$ cat config.mk
export PLATFORM = sky130hd
export DESIGN_NAME = rgbw_frame_decoder_flat
export DESIGN_NICKNAME = d
export VERILOG_FILES = /design/src/rtl/rgbw_frame_decoder_if.sv /design/src/rtl/rgbw_frame_decoder.sv /design/src/flat_wrapper.sv
export SDC_FILE = /design/constraint.sdc
export NUM_CORES = 1
export LEC_CHECK = 0
export ABC_AREA = 1
export BUFFER_PORTS_ARGS = -buffer_cell sky130_fd_sc_hd__buf_2
export CAP_MARGIN = 20
export CORE_MARGIN = 2
export CORE_UTILIZATION = 30
export DETAILED_ROUTE_END_ITERATION = 6
export SLEW_MARGIN = 15
export SYNTH_ARGS = -nofsm -noshare
export SYNTH_HDL_FRONTEND = slang
export SYNTH_SLANG_ARGS = --single-unit
$ cat constraint.sdc
create_clock -name clk -period 10.67 [get_ports clk]
set_clock_uncertainty 0.2 [all_clocks]
set_input_delay 2.134 -clock clk [delete_from_list [all_inputs] [get_ports clk]]
set_output_delay 2.134 -clock clk [all_outputs]
set_load 0.01 [all_outputs]
$ cat src/rtl/rgbw_frame_decoder_if.sv
// Byte stream from the SPI slave receiver into the RGBW lamp frame decoder.
// The receiver side is the master; the decoder consumes through the slave modport.
interface rgbw_frame_decoder_if;
  logic [7:0] rx_data;
  logic       rx_rdy;

  modport master (output rx_data, output rx_rdy);
  modport slave  (input  rx_data, input  rx_rdy);
endinterface

$ cat src/rtl/rgbw_frame_decoder.sv
// Assembles lamp command frames from SPI bytes and atomically commits the seven
// control fields. Define RGBW_FRAME_CHECKSUM_EN for the 9-byte checksummed frame.
module rgbw_frame_decoder #(
  parameter logic [7:0] HEADER  = 8'hA5,
  parameter int         TIMEOUT = 4096,
  parameter int         TO_W    = 13
) (
  input  logic                clk,
  input  logic                reset,
  rgbw_frame_decoder_if.slave rx,
  output logic [7:0]          mode_o,
  output logic [7:0]          lint_o,
  output logic [7:0]          colorIdx_o,
  output logic [7:0]          red_o,
  output logic [7:0]          green_o,
  output logic [7:0]          blue_o,
  output logic [7:0]          white_o,
  output logic                frame_ok,
  output logic                frame_err,
  output logic [7:0]          err_cnt
);

`ifdef RGBW_FRAME_CHECKSUM_EN
  localparam int NSH = 7;
  typedef enum logic [1:0] {S_IDLE, S_PAYLOAD, S_CHECK, S_COMMIT} state_t;
`else
  // The white byte is committed straight from the bus, so only six shadows exist.
  localparam int NSH = 6;
  typedef enum logic [1:0] {S_IDLE, S_PAYLOAD, S_COMMIT} state_t;
`endif

  state_t          state_q;
  logic            rdy_q;
  logic [TO_W-1:0] to_cnt_q;
  logic [2:0]      idx_q;
  logic [7:0]      shadow_q [NSH];
  logic [7:0]      mode_q, lint_q, color_q, red_q, green_q, blue_q, white_q;
  logic            frame_ok_q, frame_err_q;
  logic [7:0]      err_cnt_q;

  logic            byte_stb;
  logic            to_exp;
  logic [7:0]      err_cnt_d;

  function automatic logic [7:0] sat_inc(input logic [7:0] v);
    return (v == 8'hFF) ? 8'hFF : v + 8'd1;
  endfunction

  assign byte_stb  = rx.rx_rdy & ~rdy_q;
  assign to_exp    = (to_cnt_q == TO_W'(TIMEOUT - 1));
  assign err_cnt_d = sat_inc(err_cnt_q);

`ifdef RGBW_FRAME_CHECKSUM_EN
  logic [7:0] acc_q;
  logic [7:0] acc_d;
  logic [7:0] sum_d;

  assign acc_d = acc_q + rx.rx_data;
  assign sum_d = acc_q + rx.rx_data;
`endif

  always_ff @(posedge clk or posedge reset) begin
    if (reset) begin
      state_q     <= S_IDLE;
      rdy_q       <= 1'b0;
      to_cnt_q    <= '0;
      idx_q       <= '0;
      for (int i = 0; i < NSH; i++) shadow_q[i] <= 8'h00;
      mode_q      <= 8'h00;
      lint_q      <= 8'h00;
      color_q     <= 8'h00;
      red_q       <= 8'h00;
      green_q     <= 8'h00;
      blue_q      <= 8'h00;
      white_q     <= 8'h00;
      frame_ok_q  <= 1'b0;
      frame_err_q <= 1'b0;
      err_cnt_q   <= 8'h00;
`ifdef RGBW_FRAME_CHECKSUM_EN
      acc_q       <= 8'h00;
`endif
    end else begin
      rdy_q       <= rx.rx_rdy;
      frame_ok_q  <= 1'b0;
      frame_err_q <= 1'b0;
      case (state_q)
        // COMMIT lasts one cycle and already behaves like IDLE for a new header.
        S_IDLE, S_COMMIT: begin
          state_q  <= S_IDLE;
          to_cnt_q <= '0;
          if (byte_stb && (rx.rx_data == HEADER)) begin
            state_q <= S_PAYLOAD;
            idx_q   <= '0;
`ifdef RGBW_FRAME_CHECKSUM_EN
            acc_q   <= 8'h00;
`endif
          end
        end

        S_PAYLOAD: begin
          if (byte_stb) begin
            to_cnt_q <= '0;
            idx_q    <= idx_q + 3'd1;
`ifdef RGBW_FRAME_CHECKSUM_EN
            shadow_q[idx_q] <= rx.rx_data;
            acc_q           <= acc_d;
            if (idx_q == 3'd6) state_q <= S_CHECK;
`else
            if (idx_q == 3'd6) begin
              mode_q     <= shadow_q[0];
              lint_q     <= shadow_q[1];
              color_q    <= shadow_q[2];
              red_q      <= shadow_q[3];
              green_q    <= shadow_q[4];
              blue_q     <= shadow_q[5];
              white_q    <= rx.rx_data;
              frame_ok_q <= 1'b1;
              state_q    <= S_COMMIT;
            end else begin
              shadow_q[idx_q] <= rx.rx_data;
            end
`endif
          end else if (to_exp) begin
            state_q     <= S_IDLE;
            frame_err_q <= 1'b1;
            err_cnt_q   <= err_cnt_d;
          end else begin
            to_cnt_q <= to_cnt_q + 1'b1;
          end
        end

`ifdef RGBW_FRAME_CHECKSUM_EN
        S_CHECK: begin
          if (byte_stb) begin
            to_cnt_q <= '0;
            if (sum_d == 8'h00) begin
              mode_q     <= shadow_q[0];
              lint_q     <= shadow_q[1];
              color_q    <= shadow_q[2];
              red_q      <= shadow_q[3];
              green_q    <= shadow_q[4];
              blue_q     <= shadow_q[5];
              white_q    <= shadow_q[6];
              frame_ok_q <= 1'b1;
              state_q    <= S_COMMIT;
            end else begin
              frame_err_q <= 1'b1;
              err_cnt_q   <= err_cnt_d;
              state_q     <= S_IDLE;
            end
          end else if (to_exp) begin
            state_q     <= S_IDLE;
            frame_err_q <= 1'b1;
            err_cnt_q   <= err_cnt_d;
          end else begin
            to_cnt_q <= to_cnt_q + 1'b1;
          end
        end
`endif

        default: state_q <= S_IDLE;
      endcase
    end
  end

  assign mode_o     = mode_q;
  assign lint_o     = lint_q;
  assign colorIdx_o = color_q;
  assign red_o      = red_q;
  assign green_o    = green_q;
  assign blue_o     = blue_q;
  assign white_o    = white_q;
  assign frame_ok   = frame_ok_q;
  assign frame_err  = frame_err_q;
  assign err_cnt    = err_cnt_q;

endmodule

$ cat src/flat_wrapper.sv
// flat-port wrapper written by rule: the top's interface ports become plain ports
module rgbw_frame_decoder_flat 
#(
  parameter logic [7:0] HEADER  = 8'hA5,
  parameter int         TIMEOUT = 4096,
  parameter int         TO_W    = 13
)
  (clk, reset, mode_o, lint_o, colorIdx_o, red_o, green_o, blue_o, white_o, frame_ok, frame_err, err_cnt, rx_rx_data, rx_rx_rdy);
  rgbw_frame_decoder_if rx_i ();
  input  logic clk;
  input  logic reset;
  output logic [7:0] mode_o;
  output logic [7:0] lint_o;
  output logic [7:0] colorIdx_o;
  output logic [7:0] red_o;
  output logic [7:0] green_o;
  output logic [7:0] blue_o;
  output logic [7:0] white_o;
  output logic frame_ok;
  output logic frame_err;
  output logic [7:0] err_cnt;
  input wire logic [$bits(rx_i.rx_data)-1:0] rx_rx_data;
  input wire logic [$bits(rx_i.rx_rdy)-1:0] rx_rx_rdy;
  assign rx_i.rx_data = rx_rx_data;
  assign rx_i.rx_rdy = rx_rx_rdy;
  rgbw_frame_decoder #(.HEADER(HEADER), .TIMEOUT(TIMEOUT), .TO_W(TO_W)) u_core (.clk(clk), .reset(reset), .rx(rx_i), .mode_o(mode_o), .lint_o(lint_o), .colorIdx_o(colorIdx_o), .red_o(red_o), .green_o(green_o), .blue_o(blue_o), .white_o(white_o), .frame_ok(frame_ok), .frame_err(frame_err), .err_cnt(err_cnt));
endmodule
# Word-level counts from Yosys, hierarchy flattened
# Cells that the tools add are included.
# classes
n_addsub	3
mul	0
eq_ne	11
n_mux	21
n_div	0
shifts	0
bitwise_logic	5
reduce_logical	11
order_cmp	2
# ops
op	n
$bwmux 48	1
$mux 13	2
$pmux 13 s2	1
$demux 8 s3	1
$eq 8x8->1 const B	2
$mux 8	2
$add 13x1->13 const B	1
$eq 13x12->1 const B	1
$reduce_and 3->1	4
$add 8x1->8 const B	1
$mux 1	7
$mux 2	3
$mux 3	2
$pmux 3 s2	1
$ge 4x4->1 const B	1
$lt 4x1->1 const B	1
$ne 2x1->1 const B	2
$not 3->4	1
$pmux 2 s2	1
$reduce_and 2->1	2
$add 3x1->3 const B	1
$eq 3x3->1 const B	1
$ne 3x1->1 const B	1
$ne 3x2->1 const B	1
other kinds (9)	12
# word_totals
ff_bits	133
latch_bits	0
mem_bits_ro	0
word_cells	73
out_inout_bits	66
mem_count	0
input_bits	11
ramBits	0

# Depth between registers and ports, before layout
# Gate-level depths: netlist of run 1.
# depth
word_depth	6
mapped_depth	10
mapped_depth_nobuf	10

# Worst setup path before layout of run 1
# Ideal clock, no wire load.
# synth_timing
path_kind	input port to flip-flop
startpoint	input port rx_rx_rdy
endpoint	register u_core.shadow_q[1] in the netlist's numbering
path_stages	8
setup_slack_ns	7.221
arrival_ns	3.125
setup_ns	0.123
cell_sequence	inv_1 -> nor2_4 -> nand2_4 -> a21oi_4 -> nand4_4 -> buf_6 -> nand2_1 -> o21ai_2
# synth_via
elab_chain_cells	2
# synth_rtl
element	line	source
start, declared	flat_wrapper.sv:23	input wire logic [$bits(rx_i.rx_rdy)-1:0] rx_rx_rdy;
$and 1x1->1	rgbw_frame_decoder.sv:49	assign byte_stb = rx.rx_rdy & ~rdy_q;
$reduce_and 3->1 (no line)	-	
end signal, assigned by index	rgbw_frame_decoder.sv:120	shadow_q[idx_q] <= rx.rx_data;
end, declared	rgbw_frame_decoder.sv:36	logic [7:0] shadow_q [NSH];
# No other way between the ends.
# A chain may end at the register's enable or synchronous reset.

# Worst setup path after layout of run 1
# layout_timing
startpoint	input port rx_rx_rdy
endpoint	register u_core.red_q[4], in the netlist u_core.red_o[4]
# layout_via
elab_chain_cells	2
# layout_rtl
element	line	source
$and 1x1->1	rgbw_frame_decoder.sv:49	
$reduce_and 3->1 (no line)	-	
end signal, assigned	rgbw_frame_decoder.sv:113	red_q <= shadow_q[3];
end, declared	rgbw_frame_decoder.sv:37	logic [7:0] mode_q, lint_q, color_q, red_q, green_q, blue_q, white_q;
# No other way between the ends.

==> results of run 1 <==
[per-stage QoR]
| stage | hold slack (ns) | setup WS (ns) |
|---|---|---|
| 6_report | 0.267 | 7.19 |
| 5_1_grt | 0.293 | 6.96 |
| 4_1_cts | 0.268 | 7.14 |
| 3_5_place_dp | 0.252 | 6.70 |
| 3_3_place_gp | 0.250 | 6.74 |
| 2_1_floorplan | 0.242 | 4.78 |
[where the power goes]
group | switching (mW) | internal (mW)
Sequential | 0.0145 | 0.521
Clock | 0.221 | 0.428
Combinational | 0.0368 | 0.0140
[synthesized netlist by cell type, types with 6 or more instances]
cell type    n  share of area [%]
inv_1       32                2.2
o21ai_0     40                3.6
inv_2        6               0.41
dfrtp_1    133                 60
nor2_1      18                1.2
nand2_1    254                 17
o21ai_2     11                1.7
xor2_1       7                1.1
o21ai_1     26                2.3
nand3_1     23                2.1
buf_2       12                1.1
[worst max-delay path, stage by stage]
cell and delay [ns]:
buf_2 0.09, inv_1 0.05, nor2_4 0.18, nand2_4 0.10
inv_2 0.10, nand3_2 0.08, inv_2 0.65, nand2_1 0.14
nand2_1 0.09
[routing by layer]
metal	share of wire [%]	vias up
li1	-	2072
met1	47	1910
met2	46	83
met3	4.7	18
met4	2.1	0
met5	0	-
[cell type report]
class,count,area (um2),share of cell area (%)
Sequential cell,133,3330,49.1
Multi-Input combinational cell,413,1960,28.9
Clock buffer,21,460,6.80
Timing Repair Buffer,78,395,5.84
Tap cell,229,287,4.23
Clock inverter,11,195,2.88
Inverter,38,148,2.18
[logic make-up (layout without fill, tap and decap cells)]
family	Yosys count	in the layout	share of synthesized area [%]
flip-flops	133	133	59.9
buffers and inverters	58	148	5.00
adder cells (fa/ha/maj)	4	4	0.900
XOR/XNOR	8	8	1.26
AND/OR/NAND/NOR	319	319	24.6
AO/OA/AOI/OAI	82	82	8.37
[worst max-delay path by stage]
stage / start / end / slack (ns) / cells after the start
after global routing: rx_rx_rdy / u_core.green_o[3] / 6.96 / 9
after global placement: rx_rx_rdy / u_core.mode_o[6] / 6.74 / 9
after CTS: rx_rx_rdy / u_core.red_o[4] / 7.14 / 9
after detailed placement: rx_rx_rdy / u_core.blue_o[0] / 6.70 / 9
after floorplan: reset / u_core.blue_o[0] / 4.78 / 1
final: rx_rx_rdy / u_core.red_o[4] / 7.19 / 9
[registers in the layout (all words and copies together) (netlist names), 2 cells and up]
| register | flops |
|---|---|
| u_core.green_o | 8 |
| u_core.to_cnt_q | 13 |
| u_core.idx_q | 3 |
| u_core.shadow_q | 48 |
| u_core.mode_o | 8 |
| u_core.err_cnt | 8 |
| u_core.state_q | 2 |
| u_core.white_o | 8 |
| u_core.lint_o | 8 |
| u_core.colorIdx_o | 8 |
| u_core.blue_o | 8 |
| u_core.red_o | 8 |
==> impl_metrics.toml, run 1 <==
[yosys]
synthArstFlopShare_pct = 100
syn_inst = 604
syn_nets = 619
synth.distinct_cells = 30
ys.warnings.count = 0
synth_flop_cell = "dfrtp_1"
synth_seq_area_share_pct = 59.9
netlist_area_um2 = 5560
ys_ff_latch = 133
synth-edff-count = 0
avgSynthCellArea_um2 = 9.21

[global_route]
grt_overflow_total = 0
antenna_found_initial = 0
top_usage_layer = "met2"
met3_usage_pct = 3.90
grt_max_degree = 70
grt_pass1_wl_um = 22000
grtUsageTotal_pct = 14.4
use_met1_pct = 19.6
use_met2_pct = 21.9
grt_pass1_vias = 4140

[place]
dp.cells = 891
gp_congestion = 0.765
placed_area_um2 = 6120
io_buffers = 76
dpl.hpwl_um = 8170

[critical_path]
setup.worst_path.start_class = "input pin"
required_ns = 10.83
rr_worst_depth = 6
worstSetupEndpointType = "flop"
crit_type = "in2reg"
r2r_start = "u_core.idx_q[0]"
r2r_setup_slack_ns = 8.38
r2r_end = "u_core.shadow_q[3]"
crit_arrival_ns = 3.64
critPathMaxFanout = 49

[routing]
ant_nets = 0
drcViolationCount = 3
drt_wl_total_um = 12900
dr_total_vias = 4083
routed_via_density = 4.42
wire_per_inst_um = 13.9
drtIter0Drc = 315
firstDrtPassIters = 6

[hold_path]
min_to = "u_core.colorIdx_o[1]"
hold_class = "reg2reg"
hp-start = "u_core.shadow_q[25]"
min_delay_path_depth = 2

[sta]
finalSetupViolations = 0
fmax_ghz = 0.287
worst_pin_slew_ns = 0.881
relSlewSlack_pct = 41.3
period_needed_ns = 3.48
setup_tns_ns = 0
finalHoldViolCount = 0
fin_crit_sh_pct = 32.6
drv_slew = 0
grt_setup_unrepaired = "no"

[run]
max_cap_violations = 0

[floorplan]
die_x_um = 140
dieArea_um2 = 19600
die_h_um = 140
io_pins = 77
rows = 49
core_area_um2 = 18100
initial_utilization_pct = 30.7

[clock_tree]
path_clk_slew_ns = 0.06
cts_setup_buffers = 0
cts_num_sinks = 133
cts_max_path_buffers = 2
hold_buffers = 0
cts_buffers = 17
cts_resized = 0
cts_root_buffer = "clkbuf_16"
htree_levels = 4
cts_tree = "built"
clk_latency_ns = 0.42

[cells_and_area]
fillerInstances = 1850
area_growth_pct = 21.8
fin_cells = 923
layout_commonest_cell = "nand2_1"
final_cell_area_um2 = 6770
final_nets = 696
finish.utilization_pct = 37.4
diodes = 0
final_cell_mix = "nand2_1, dfrtp_1, buf_2, o21ai_0, inv_1"
drive_above_1_share_pct = 20.7

[pwr]
vdd_drop_max_uv = 115
powerDensity_nw_per_um2 = 182
leakage_nw = 3.61
power_mw = 1.24

[outcome]
violations = "DRC"
status = "finished with violations"
No activity file was read; power rests on OpenSTA's default activity.
==> inputs of run 2 (changes only) <==
==> constraint.sdc (replaced) <==
create_clock -name clk -period 3.6 [get_ports clk]
set_clock_uncertainty 0.2 [all_clocks]
set_input_delay 0.72 -clock clk [delete_from_list [all_inputs] [get_ports clk]]
set_output_delay 0.72 -clock clk [all_outputs]
set_load 0.01 [all_outputs]
==> run 2 against run 1 <==
  * The flow still finishes with violations (DRC)
  * Core utilization about the same
  * Wire length down 0.61%
  * Die area unchanged
  * Critical path depth down 4
  * Sequential cell count unchanged
  * Total power rose to 2.9 times the previous value
  * Final area up 0.13%
  * Worst setup slack worse by 5.9 ns
  * First-iteration DRC count down 20%
  * Critical path type is now reg2reg
  * Largest power group unchanged
==> impl_metrics.toml, run 2 (synthesis gave the netlist of run 1 again) <==
[pwr]
cellInternalPower_mw = 2.70
vdd_drop_max_uv = 327
switching_share_pct = 23.5
comb_power_share_pct = 4.4
p_sw_uw = 830
power_mw = 3.53
clockPowerShare_pct = 50.7
powerDensity_nw_per_um2 = 521
seqPwrFrac_pct = 44.9
leakage_nw = 3.60

[cells_and_area]
final_cell_mix = "nand2_1, dfrtp_1, buf_2, o21ai_0, inv_1"
area_growth_pct = 22.0
largest_reg_flops = 48
layout_commonest_cell = "nand2_1"
final_nets = 701
reg_top3 = "u_core.shadow_q (48), u_core.to_cnt_q (13)"
fin_cells = 928
drive_above_1_share_pct = 21.6
largest-register = "u_core.shadow_q"
diodes = 0
final_cell_area_um2 = 6780

[sta]
relSlewSlack_pct = 54.9
setup_tns_ns = 0
fmax_ghz = 0.439
fin_crit_sh_pct = 63.2
finalSetupViolations = 0
drv_slew = 0
grt_setup_unrepaired = "no"
period_needed_ns = 2.28
finalHoldViolCount = 0
worst_pin_slew_ns = 0.674

[global_route]
grt_max_degree = 76
grt_overflow_total = 0
grtUsageTotal_pct = 14.0
grt_pass1_vias = 4111
grt_pass1_wl_um = 21600
antenna_found_initial = 0

[critical_path]
required_ns = 3.67
r2r_end = "u_core.white_o[6]"
setup.worst_path.start_class = "flop"
cp_top_family = "buffers and inverters"
critPathMaxFanout = 65
endpoint = "u_core.white_o[6]"
crit_arrival_ns = 2.35
rr_worst_depth = 5
crit_type = "reg2reg"
critPathLaunch = "u_core.idx_q[0]"
critPathBufInv = 2
max_stage_delay_ns = 0.58
crit_chain = "inv_1 -> ha_1 -> nand3_2 -> buf_4 -> o21ai_0"
cp_num_cells = 5
crit_slowest_cell = "dfrtp_1"
r2r_start = "u_core.idx_q[0]"
worstSetupEndpointType = "flop"
r2r_setup_slack_ns = 1.32

[outcome]
violations = "DRC"
status = "finished with violations"

[routing]
drtIter0Drc = 252
drt_wl_total_um = 12800
wire_per_inst_um = 13.8
firstDrtPassIters = 6
ant_nets = 0
drcViolationCount = 3
dr_total_vias = 4136
routed_via_density = 4.46

[place]
io_buffers = 76
dpl.hpwl_um = 8300
dp.cells = 896
gp_congestion = 0.811
placed_area_um2 = 6170

[clock_tree]
cts_buffers = 17
path_clk_slew_ns = 0.06
cts_num_sinks = 133
cts_resized = 0
cts_tree = "built"
cts_root_buffer = "clkbuf_16"
cts_setup_buffers = 0
cts_max_path_buffers = 2
hold_buffers = 0
htree_levels = 4
clk_latency_ns = 0.42

[floorplan]
io_pins = 77
initial_utilization_pct = 30.7
die_x_um = 140
rows = 49
die_h_um = 140
core_area_um2 = 18100
dieArea_um2 = 19600

[run]
max_cap_violations = 0

[hold_path]
hold_class = "in2async"
run 2: cell types whose count changed in the layout (fill, tap and decap cells not counted), moves of 2 or more:
cell        before  now
bufinv_16        5    3
buf_4            2    6
clkinvlp_4       0    5
clkbuf_1         2    0
run 2: cell type report:
class / instances / area [um2]
Timing Repair Buffer: 83 / 445
Sequential cell: 133 / 3330
Inverter: 38 / 146
Multi-Input combinational cell: 413 / 1960
Tap cell: 229 / 287
Fill cell: 1810 / 11300
Clock inverter: 14 / 176
Clock buffer: 18 / 439
run 2: how the worst min path moves through the flow:
stage	end	slack, ns	cells after the start
after detailed placement	u_core.red_o[0]	0.25	2
after floorplan	u_core.blue_o[0]	0.24	2
after global routing	u_core.rdy_q	0.21	1
after global placement	u_core.green_o[7]	0.25	2
after CTS	u_core.white_o[4]	0.21	2
final	u_core.white_o[7]	0.20	2
run 2: stage by stage:
step | hold WS [ns] | util, % | worst slack (ns)
5_1_grt | 0.212 | 37.5 | 1.14
4_1_cts | 0.211 | 37.5 | 1.31
3_3_place_gp | 0.252 | 34.1 | 1.33
3_5_place_dp | 0.254 | 34.1 | 1.27
2_1_floorplan | 0.242 | - | 1.03
6_report | 0.202 | 37.5 | 1.32
run 2: power groups by stage:
stage	Clock (mW)	Sequential (mW)	Combinational, mW
after floorplan	0	1.60	0.111
after global placement	0	1.61	0.155
after detailed placement	0	1.61	0.159
after CTS	1.83	1.59	0.160
after global routing	1.90	1.59	0.179
final	1.79	1.59	0.154
run 2: layer usage:
| layer | vias up | routed length [um] | track usage [%] |
|---|---|---|---|
| met4 | 0 | 204 | 4.41 |
| met3 | 15 | 543 | 4.31 |
| met2 | 76 | 5910 | 21.9 |
| li1 | 2091 | - | - |
| met1 | 1954 | 6120 | 18.7 |
| met5 | - | 0 | 0 |
==> inputs of run 3 (changes only) <==
==> constraint.sdc (replaced) <==
create_clock -name clk -period 2.2 [get_ports clk]
set_clock_uncertainty 0.2 [all_clocks]
set_input_delay 0.44 -clock clk [delete_from_list [all_inputs] [get_ports clk]]
set_output_delay 0.44 -clock clk [all_outputs]
set_load 0.01 [all_outputs]
==> run 3 against run 2 <==
  * The flow now finishes without violations
  * Core utilization increased by 0.76 points
  * Via count increased by 1.4%
  * Combinational power increased by 99%
  * Final area increased by 2.0%
  * Sequential share of layout area decreased by 0.98 points
  * Register-to-register slack got worse by 1.1 ns
  * Die area unchanged
  * Critical endpoint is now u_core.shadow_q[8]
==> impl_metrics.toml, run 3 (synthesis gave the netlist of run 1 again) <==
[routing]
ant_nets = 0
wire_per_inst_um = 14.0
drt_wl_total_um = 13200
drcViolationCount = 0
firstDrtPassIters = 7
drtIter0Drc = 285
routed_via_density = 4.45
dr_total_vias = 4195

[place]
dp.cells = 907
gp_congestion = 0.757
placed_area_um2 = 6290
io_buffers = 76
dpl.hpwl_um = 8840

[sta]
grt_setup_unrepaired = "no"
fmax_ghz = 0.476
relSlewSlack_pct = 66.5
worst_pin_slew_ns = 0.501
holdWs_ns = 0.242
drv_slew = 0
finalSetupViolations = 0
finalHoldViolCount = 0
fin_crit_sh_pct = 95.5
period_needed_ns = 2.10

[hold_path]
hold_class = "in2reg"

[global_route]
grt_pass1_vias = 4053
grt_overflow_total = 0
antenna_found_initial = 0
grtUsageTotal_pct = 14.2
grt_pass1_wl_um = 21900
grt_max_degree = 44

[cells_and_area]
fin_cells = 942
fillerInstances = 1812
drive_above_1_share_pct = 22.6
diodes = 0
ff_latch_area_um2 = 3330
final_cell_mix = "nand2_1, dfrtp_1, buf_2, o21ai_0, inv_1"
largest-register = "u_core.shadow_q"
largest_reg_flops = 48
layout_commonest_cell = "nand2_1"
final_cell_area_um2 = 6920
area_growth_pct = 24.4
multiInputGateArea_um2 = 1960
final_nets = 715
reg_top3 = "u_core.shadow_q (48), u_core.to_cnt_q (13)"

[clock_tree]
path_clk_slew_ns = 0.06
cts_root_buffer = "clkbuf_16"
cts_tree = "built"
htree_levels = 4
cts_num_sinks = 133
clk_latency_ns = 0.41
cts_max_path_buffers = 2
cts_buffers = 17

[pwr]
leakage_nw = 3.68
vdd_drop_max_uv = 535
power_mw = 5.71
powerDensity_nw_per_um2 = 825

[critical_path]
max_stage_delay_ns = 0.52
critPathMaxFanout = 16
crit_slowest_cell = "dlygate4sd3_1"
worstSetupEndpointType = "flop"
setup.worst_path.start_class = "input pin"
crit_arrival_ns = 2.18
crit_type = "in2reg"
crit_chain = "dlygate4sd3_1 -> buf_2 -> inv_1 -> nor2_4 -> nand2_4 -> a21oi_4 -> nand4_4 -> nand2_1 -> o21ai_1"
required_ns = 2.28

[floorplan]
initial_utilization_pct = 30.7
io_pins = 77
core_area_um2 = 18100
dieArea_um2 = 19600
die_x_um = 140
rows = 49
die_h_um = 140

[run]
max_cap_violations = 0

[outcome]
status = "completed"
==> run 3: changes by cell type in the layout (fill, tap and decap cells not counted), moves of 2 or more <==
cell	before	now
clkinvlp_4	5	3
inv_6	2	4
buf_12	1	5
clkbuf_1	0	2
buf_4	6	14
dlygate4sd3_1	0	2
==> run 3: worst paths after layout <==
kind,from,to,slack (ns),cells past startpoint
worst max-delay path,rx_rx_rdy,u_core.shadow_q[8],0.1,9
worst min-delay path,rx_rx_data[0],u_core.state_q[0],0.24,5
worst max register to register,u_core.to_cnt_q[0],u_core.to_cnt_q[9],0.23,10
worst min register to register,u_core.shadow_q[35],u_core.lint_o[3],0.27,2
max in group asynchronous,reset,u_core.rdy_q,0.80,4
min in group asynchronous,reset,u_core.mode_o[1],0.41,3
==> run 3: area by class of cell <==
type / instances / share of cell area (%)
clock buffer: 20 / 6.46
clock inverter: 12 / 2.04
inverter: 38 / 2.12
multi-input combinational: 413 / 28.4
sequential: 133 / 48.1
tap: 229 / 4.14
timing repair buffer: 97 / 8.75
==> run 3: routing by layer <==
metal	GRT usage (%)	routed length (um)	vias to the layer above	part of all wire, %
met5	0	0	-	0
met4	4.15	106	0	0.80
met3	3.73	627	10	4.8
met2	22.3	6160	100	47
met1	19.5	6280	1974	48
li1	-	-	2111	-
==> run 3: through the flow <==
stage / utilization (%) / setup TNS (ns) / setup WS, ns
6_report: 38.3 / 0 / 0.0980
5_1_grt: 38.3 / 0 / 0.00423
4_1_cts: 38.1 / 0 / 0.0343
3_5_place_dp: 34.8 / 0 / 0.139
3_3_place_gp: 34.8 / 0 / 0.178
2_1_floorplan: - / -12.13 / -0.0912
==> run 3: power breakdown <==
group          total, mW  internal, mW  switching (mW)
Sequential          2.57          2.53          0.0487
Clock               2.82          1.72            1.11
Combinational      0.307        0.0983           0.209
Total               5.71          4.34            1.37
==> run 3: critical path: cells and delay by family <==
family                 cells  cell delay (ns)
buffers and inverters      3             0.68
AOI/OAI and AO/OA          2             0.36
and+or+nand+nor            4             0.70
==> run 3: repair_timing <==
item / 4_1_cts / 5_1_grt
hold buffers: 2 / 0
setup endpoints to repair: 0 / 9
hold endpoints to repair: 15 / 0
gates resized for setup: 0 / 1
setup buffers: 0 / 1
